<file path="src/rtl/reg_file_pkg.sv">
// Shared widths, zero-register index and data/address types for the register file.
package reg_file_pkg;

  localparam int unsigned DATA_W_DEF = 32;
  localparam int unsigned ADDR_W_DEF = 5;
  localparam int unsigned ZERO_REG   = 0;

  typedef logic [DATA_W_DEF-1:0] data_t;
  typedef logic [ADDR_W_DEF-1:0] addr_t;

endpackage

</file>
<file path="src/rtl/reg_file_rd_port.sv">
// One combinational read port: array select, x0 forced to zero, optional forwarding.
// Define REGFILE_BYPASS_EN to forward same-cycle write data to a matching read.
module reg_file_rd_port
  import reg_file_pkg::*;
#(
  parameter int unsigned DATA_W = DATA_W_DEF,
  parameter int unsigned ADDR_W = ADDR_W_DEF
) (
  input  logic [DATA_W-1:0] regs [0:(1<<ADDR_W)-1],
  input  logic [ADDR_W-1:0] rd_addr,
  input  logic              reset,
  input  logic              wrt_en,
  input  logic [ADDR_W-1:0] wrt_addr,
  input  logic [DATA_W-1:0] wrt_data,
  output logic [DATA_W-1:0] rd_data
);

  localparam logic [ADDR_W-1:0] ZERO_ADDR = ADDR_W'(ZERO_REG);

`ifdef REGFILE_BYPASS_EN
  logic fwd;
  assign fwd = wrt_en && !reset && (wrt_addr != ZERO_ADDR) && (wrt_addr == rd_addr);
`else
  logic unused_ok;
  assign unused_ok = ^{reset, wrt_en, wrt_addr, wrt_data};
`endif

  always_comb begin
    rd_data = regs[rd_addr];
`ifdef REGFILE_BYPASS_EN
    if (fwd) rd_data = wrt_data;
`endif
    // x0 is hard-wired, so it wins over both storage and forwarding
    if (rd_addr == ZERO_ADDR) rd_data = '0;
  end

endmodule

</file>
<file path="src/rtl/reg_file.sv">
// 2-read / 1-write register file with hard-wired zero register and sync reset.
// Optional write-to-read forwarding under REGFILE_BYPASS_EN.
module reg_file
  import reg_file_pkg::*;
#(
  parameter int unsigned DATA_W = DATA_W_DEF,
  parameter int unsigned ADDR_W = ADDR_W_DEF
) (
  input  logic              clk,
  input  logic              reset,
  input  logic              rg_wrt_en,
  input  logic [ADDR_W-1:0] rg_wrt_addr,
  input  logic [DATA_W-1:0] rg_wrt_data,
  input  logic [ADDR_W-1:0] rg_rd_addr1,
  input  logic [ADDR_W-1:0] rg_rd_addr2,
  output logic [DATA_W-1:0] rg_rd_data1,
  output logic [DATA_W-1:0] rg_rd_data2
);

  localparam int unsigned       DEPTH     = 1 << ADDR_W;
  localparam logic [ADDR_W-1:0] ZERO_ADDR = ADDR_W'(ZERO_REG);

  logic [DATA_W-1:0] regs [0:DEPTH-1];

  // Reset has priority; writes to x0 are dropped
  always_ff @(posedge clk) begin
    if (reset) begin
      for (int i = 0; i < DEPTH; i++) regs[i] <= '0;
    end else if (rg_wrt_en && (rg_wrt_addr != ZERO_ADDR)) begin
      regs[rg_wrt_addr] <= rg_wrt_data;
    end
  end

  reg_file_rd_port #(.DATA_W(DATA_W), .ADDR_W(ADDR_W)) u_rd_port1 (
    .regs     (regs),
    .rd_addr  (rg_rd_addr1),
    .reset    (reset),
    .wrt_en   (rg_wrt_en),
    .wrt_addr (rg_wrt_addr),
    .wrt_data (rg_wrt_data),
    .rd_data  (rg_rd_data1)
  );

  reg_file_rd_port #(.DATA_W(DATA_W), .ADDR_W(ADDR_W)) u_rd_port2 (
    .regs     (regs),
    .rd_addr  (rg_rd_addr2),
    .reset    (reset),
    .wrt_en   (rg_wrt_en),
    .wrt_addr (rg_wrt_addr),
    .wrt_data (rg_wrt_data),
    .rd_data  (rg_rd_data2)
  );

endmodule

</file>
<file path="config.mk">
export PLATFORM = sky130hd
export DESIGN_NAME = reg_file
export DESIGN_NICKNAME = d
export VERILOG_FILES = /design/src/rtl/reg_file_pkg.sv /design/src/rtl/reg_file_rd_port.sv /design/src/rtl/reg_file.sv
export SDC_FILE = /design/constraint.sdc
export NUM_CORES = 2
export LEC_CHECK = 0
export ABC_CLOCK_PERIOD_IN_PS = 2400
export CAP_MARGIN = 15
export CORE_ASPECT_RATIO = 1.75
export CORE_MARGIN = 2
export CORE_UTILIZATION = 57
export CTS_BUF_LIST = sky130_fd_sc_hd__clkbuf_4 sky130_fd_sc_hd__clkbuf_8 sky130_fd_sc_hd__clkbuf_16
export DETAILED_ROUTE_END_ITERATION = 6
export PLACE_DENSITY = 0.83
export SLEW_MARGIN = 20
export SYNTH_ARGS = -nofsm -noshare
export SYNTH_HDL_FRONTEND = slang
export SYNTH_SLANG_ARGS = --single-unit
</file>
<file path="constraint.sdc">
create_clock -name clk -period 2.4 [get_ports clk]
set_clock_uncertainty 0.05 [all_clocks]
set_input_delay 0.48 -clock clk [delete_from_list [all_inputs] [get_ports clk]]
set_output_delay 0.48 -clock clk [all_outputs]
set_load 0.02 [all_outputs]
</file>
==> results of run 1 <==
metrics by stage:
step                      hold WS, ps  TNS [ps]  util (%)
after floorplan                   393     -2080         -
after global placement            399    -48540      67.3
after detailed placement          406    -49430      67.3
after CTS                        63.0    -28300      73.2
routing by layer:
metal,global-route usage [%],overflow
met4,71.4,33
met1,74.2,6
met2,88.8,27
met5,51.6,0
met3,72.0,6
logic make-up after synthesis:
group / share of synthesized area, %
muxes: 23.9
DFF: 39.6
and+or+nand+nor: 16.6
AOI/OAI and AO/OA: 14.4
buffers and inverters: 5.53
synthesized netlist by cell type, types with 4 or more instances:
master	number	area [um2]
nand2_1	2050	7690
dfxtp_1	1024	20500
a21oi_1	992	4960
mux4_2	448	10100
clkbuf_1	397	1490
mux2i_1	192	1920
buf_2	122	611
nor2b_1	71	444
a22oi_1	64	480
o21ai_0	56	280
buf_4	46	345
a221oi_1	44	385
buf_1	36	135
a211oi_1	32	240
a221o_1	32	320
a311oi_1	32	280
a31oi_1	32	200
mux2_2	32	360
nor2_1	27	101
o2111ai_1	20	175
o21ai_1	20	100
buf_6	16	180
and2_1	6	37.5
and2_0	4	25.0
and4bb_2	4	50.1
or2_2	4	25.0
timing repair:
| item | in CTS |
|---|---|
| gates cloned | 12 |
| buffers inserted | 50 |
| gates resized for setup | 545 |
| setup endpoints to repair | 64 |
| pin swaps | 86 |
==> results.md, run 1 <==
- Stop Error: [ERROR GRT-0232] Routing congestion too high. Check the congestion heatmap in the GUI.
- Failed at: 5_1_grt
- Die X: 232 um
- CTS Root Cell: clkbuf_16
- Initial antenna violation count: 45
- Post-synth top flop: dfxtp_1
- Cells after Synth: 5834
- Row count: 146
- Status: aborted with a tool error
- Cts bufs inserted: 90
- Synth warn: 0
- H-Tree Depth: 3
- Die height: 403 um
- Setup WS pre-CTS: -1020 ps
- Placer Congestion: 1.02
- Synth cell types: 41
- Dpl cells: 7362
- Grt repair worst endpoint: rg_rd_data1[16]
- PortBufs: 113
- Syn_area_per_cell: 8.87 um2
- Post-synth net total: 5884
- GR Overflow Total: 72
- DPL Wire Length: 146000 um
- Number of clock sinks: 1024
- Register area share after synthesis: 39.6%
- # IOs: 114
- GRT Overall Usage: 77.0%
- EDFF count, synth: 0
- Post-CTS Hold Buffers: 0
- Placed inst area: 0.0607 mm2
- Post-synthesis instance area: 0.0517 mm2
- Worst endpoint type: output port
- Initial core utilization: 57.3%
- Largest net degree at the start of global routing: 105
- Async SR Flop Fraction: 0%
- Flops & latches, synth: 1024
- Clock buffer depth: 3
==> run 2, diff against run 1 <==
==> config.mk (replaced) <==
export PLATFORM = sky130hd
export DESIGN_NAME = reg_file
export DESIGN_NICKNAME = d
export VERILOG_FILES = /design/src/rtl/reg_file_pkg.sv /design/src/rtl/reg_file_rd_port.sv /design/src/rtl/reg_file.sv
export SDC_FILE = /design/constraint.sdc
export NUM_CORES = 2
export LEC_CHECK = 0
export ABC_CLOCK_PERIOD_IN_PS = 3100
export CAP_MARGIN = 15
export CORE_MARGIN = 2
export CORE_UTILIZATION = 40
export DETAILED_ROUTE_END_ITERATION = 6
export PLACE_DENSITY_LB_ADDON = 0.15
export SLEW_MARGIN = 20
export SYNTH_ARGS = -nofsm -noshare
export SYNTH_HDL_FRONTEND = slang
export SYNTH_SLANG_ARGS = --single-unit
==> constraint.sdc (replaced) <==
create_clock -name clk -period 3.1 [get_ports clk]
set_clock_uncertainty 0.05 [all_clocks]
set_input_delay 0.62 -clock clk [delete_from_list [all_inputs] [get_ports clk]]
set_output_delay 0.62 -clock clk [all_outputs]
set_load 0.02 [all_outputs]
==> run 2 against run 1 <==
Synthesized cell count unchanged; synthesized area unchanged; the flow now finishes, with violations (negative setup slack).
==> results.md, run 2 <==
- Sw Share: 26.3%
- EDFF count, synth: 0
- Number of flip-flops in the largest register: 1024
- DR vias: 49200
- GRT Overall Usage: 34.6%
- Hold Crit Class: primary input to register
- Share of total power in sequential cells: 41.5%
- Final min period: 3220 ps
- Post-synthesis instance area: 0.0517 mm2
- Post-route cell area: 0.0670 mm2
- CP Data Required Time: 2430 ps
- Clock slew at reported path FFs: 60 ps
- Worst path arrival time: 2550 ps
- Iteration-0 DRC Markers: 6479
- Type of origin of the critical path: primary input
- Vias in the first global route: 46000
- Non-Filler Instances: 7970
- PD cells: 480 mW/mm2
- Fin. Hold Viols: 0
- Dpl cells: 7610
- Met3 Wirelength: 26600 um
- Commonest non-fill, non-tap cell in the layout: nand2_1
- Most common cell in the netlist: nand2_1
- Fin crit share: 104%
- Leakage: 22.6 nW
- Yosys top cell by area: dfxtp_1
- Cts bufs inserted: 114
- DR WL met2: 103000 um
- Top flop regs: regs: 1024 flops
- Initial antenna violation count: 7
- Post-synth net total: 5884
- Least-Margin Pin Slew: 678 ps
- Largest net degree at the start of global routing: 93
- DPL Wire Length: 144000 um
- Area grow syn2layout: 29.5%
- CTS Root Cell: clkbuf_16
- # setup viols final: 40
- Syn_area_per_cell: 8.87 um2
- Violated checks: negative setup slack
- Commonest non-fill, non-tap cells in the layout: 2025 x nand2_1, 992 x a21oi_1, 973 x dfxtp_1
- Critical path capture point type: primary output
- Flops & latches, synth: 1024
- Die X: 364 um
- Share of layout cells above drive strength 1: 29.3%
- Cells after Synth: 5834
- Fin nets: 6191
- Critical path peak fanout: 7
- Core area: 0.128 mm2
- Peak Freq: 311 MHz
- # IOs: 114
- P_int: 0.0237 W
- Most flops, register: regs
- Max_cap viols: 0
- Ranking of synthesized cells by area: dfxtp_1 40%, mux4_2 20%, nand2_1 15%
- DRT Wirelength: 235000 um
- Number of clock sinks: 1024
- Final slew viol count: 0
- Worst skew pair latency: 760 ps
- Setup WS pre-CTS: -913 ps
- Placer Congestion: 0.940
- Post-route DRC: 0
- Max Used Layer: met5
- Detailed Routing Iterations Pass 1: 6
- Placed inst area: 0.0585 mm2
- Seq. cell area: 0.0206 mm2
- Mean number of vias per cell: 6.18
- Slew margin rel.: 54.8%
- WL/cell: 29.5 um
- RSZ-0062 raised after global routing: yes
- Total chip power: 0.0321 W
- Initial core utilization: 40.4%
- PortBufs: 113
- Die height: 364 um
- Clock share of power: 46.2%
- Top cells by count, synth: 2050 x nand2_1, 1024 x dfxtp_1, 992 x a21oi_1
- First-pass GRT wire length: 333000 um
- Synth top area share: 39.6%
- GR Overflow Total: 0
- Async SR Flop Fraction: 0%
- CTS tree: built
- Register area share after synthesis: 39.6%
- Clock buffer depth: 3
- Status: finished, violations left
- Post-synth top flop: dfxtp_1
- Maximum VDD drop: 458 uV
- NetSw: 0.00846 W
- H-Tree Depth: 3
- Synth cell types: 41
- Final ANT Viol Nets: 0
- Crit Path Category: primary input to primary output
- Row count: 131
- R2R Setup Slk: 2330 ps
- Comb power frac: 12.3%
- Filler cells: 11400
- Synth warn: 0
- Multi-input combinational cell area: 0.0306 mm2
- PnR worst setup slack: -116 ps
- Die area: 0.132 mm2
- WL met1: 93900 um
- Setup total negative slack: -1630 ps
## run 2: what timing repair did
action | in CTS | in global routing
hold buffers | 0 | 0
pin swaps | 67 | 75
setup buffers | 102 | 50
gates resized for setup | 647 | 184
cloned | 14 | 6
setup endpoints to repair | 64 | 61
## run 2: final timing paths
| check | cells past startpoint | endpoint | start |
|---|---|---|---|
| worst max-delay path | 9 | rg_rd_data1[20] | rg_rd_addr1[0] |
| worst min-delay path | 2 | regs[1003] | reset |
| worst max register to register | 3 | regs[814] | regs[814] |
| worst min register to register | 2 | regs[981] | regs[981] |
## run 2: cell families after synthesis
| kind of cell | Yosys count | synth area share [%] |
|---|---|---|
| AO/OA/AOI/OAI | 1324 | 14.4 |
| buffers and inverters | 624 | 5.53 |
| flip-flops | 1024 | 39.6 |
| multiplexers | 672 | 23.9 |
| AND/OR/NAND/NOR | 2190 | 16.6 |
## run 2: layout make-up
cell class / instances / area share (%)
multi-input cells: 4186 / 45.7
repair buffers: 813 / 14.3
diodes: 5 / 0.0187
inverters: 2 / 0.0224
clock buffers: 165 / 4.98
well taps: 1729 / 3.23
clock inverters: 46 / 1.09
flip-flops and latches: 1024 / 30.7
## run 2: metal layers
metal,up-vias,track usage (%)
li1,21100,-
met4,4,16.2
met5,-,0
met1,24400,47.3
met3,579,7.78
met2,3119,52.0
## run 2: power groups by stage
stage / clock (W) / sequential, W / combinational, W
3_3_place_gp: 0 / 0.0136 / 0.00323
5_1_grt: 0.0155 / 0.0133 / 0.00405
3_5_place_dp: 0 / 0.0136 / 0.00324
2_1_floorplan: 0 / 0.0136 / 0.00163
4_1_cts: 0.0149 / 0.0133 / 0.00371
6_report: 0.0149 / 0.0133 / 0.00396
## run 2: stage by stage
step	hold WS [ps]	utilization, %
5_1_grt	277	52.3
3_3_place_gp	401	45.7
4_1_cts	236	51.4
2_1_floorplan	393	-
3_5_place_dp	408	45.7
6_report	264	52.3
## run 2: critical path, cell delays in order
cell and delay [ps]:
buf_16 150, buf_12 150, buf_12 140, buf_12 130
mux4_2 530, mux2i_4 200, a221o_1 310, a31oi_2 80
buf_4 210
Note: power is estimated with default switching activity, not from simulation.
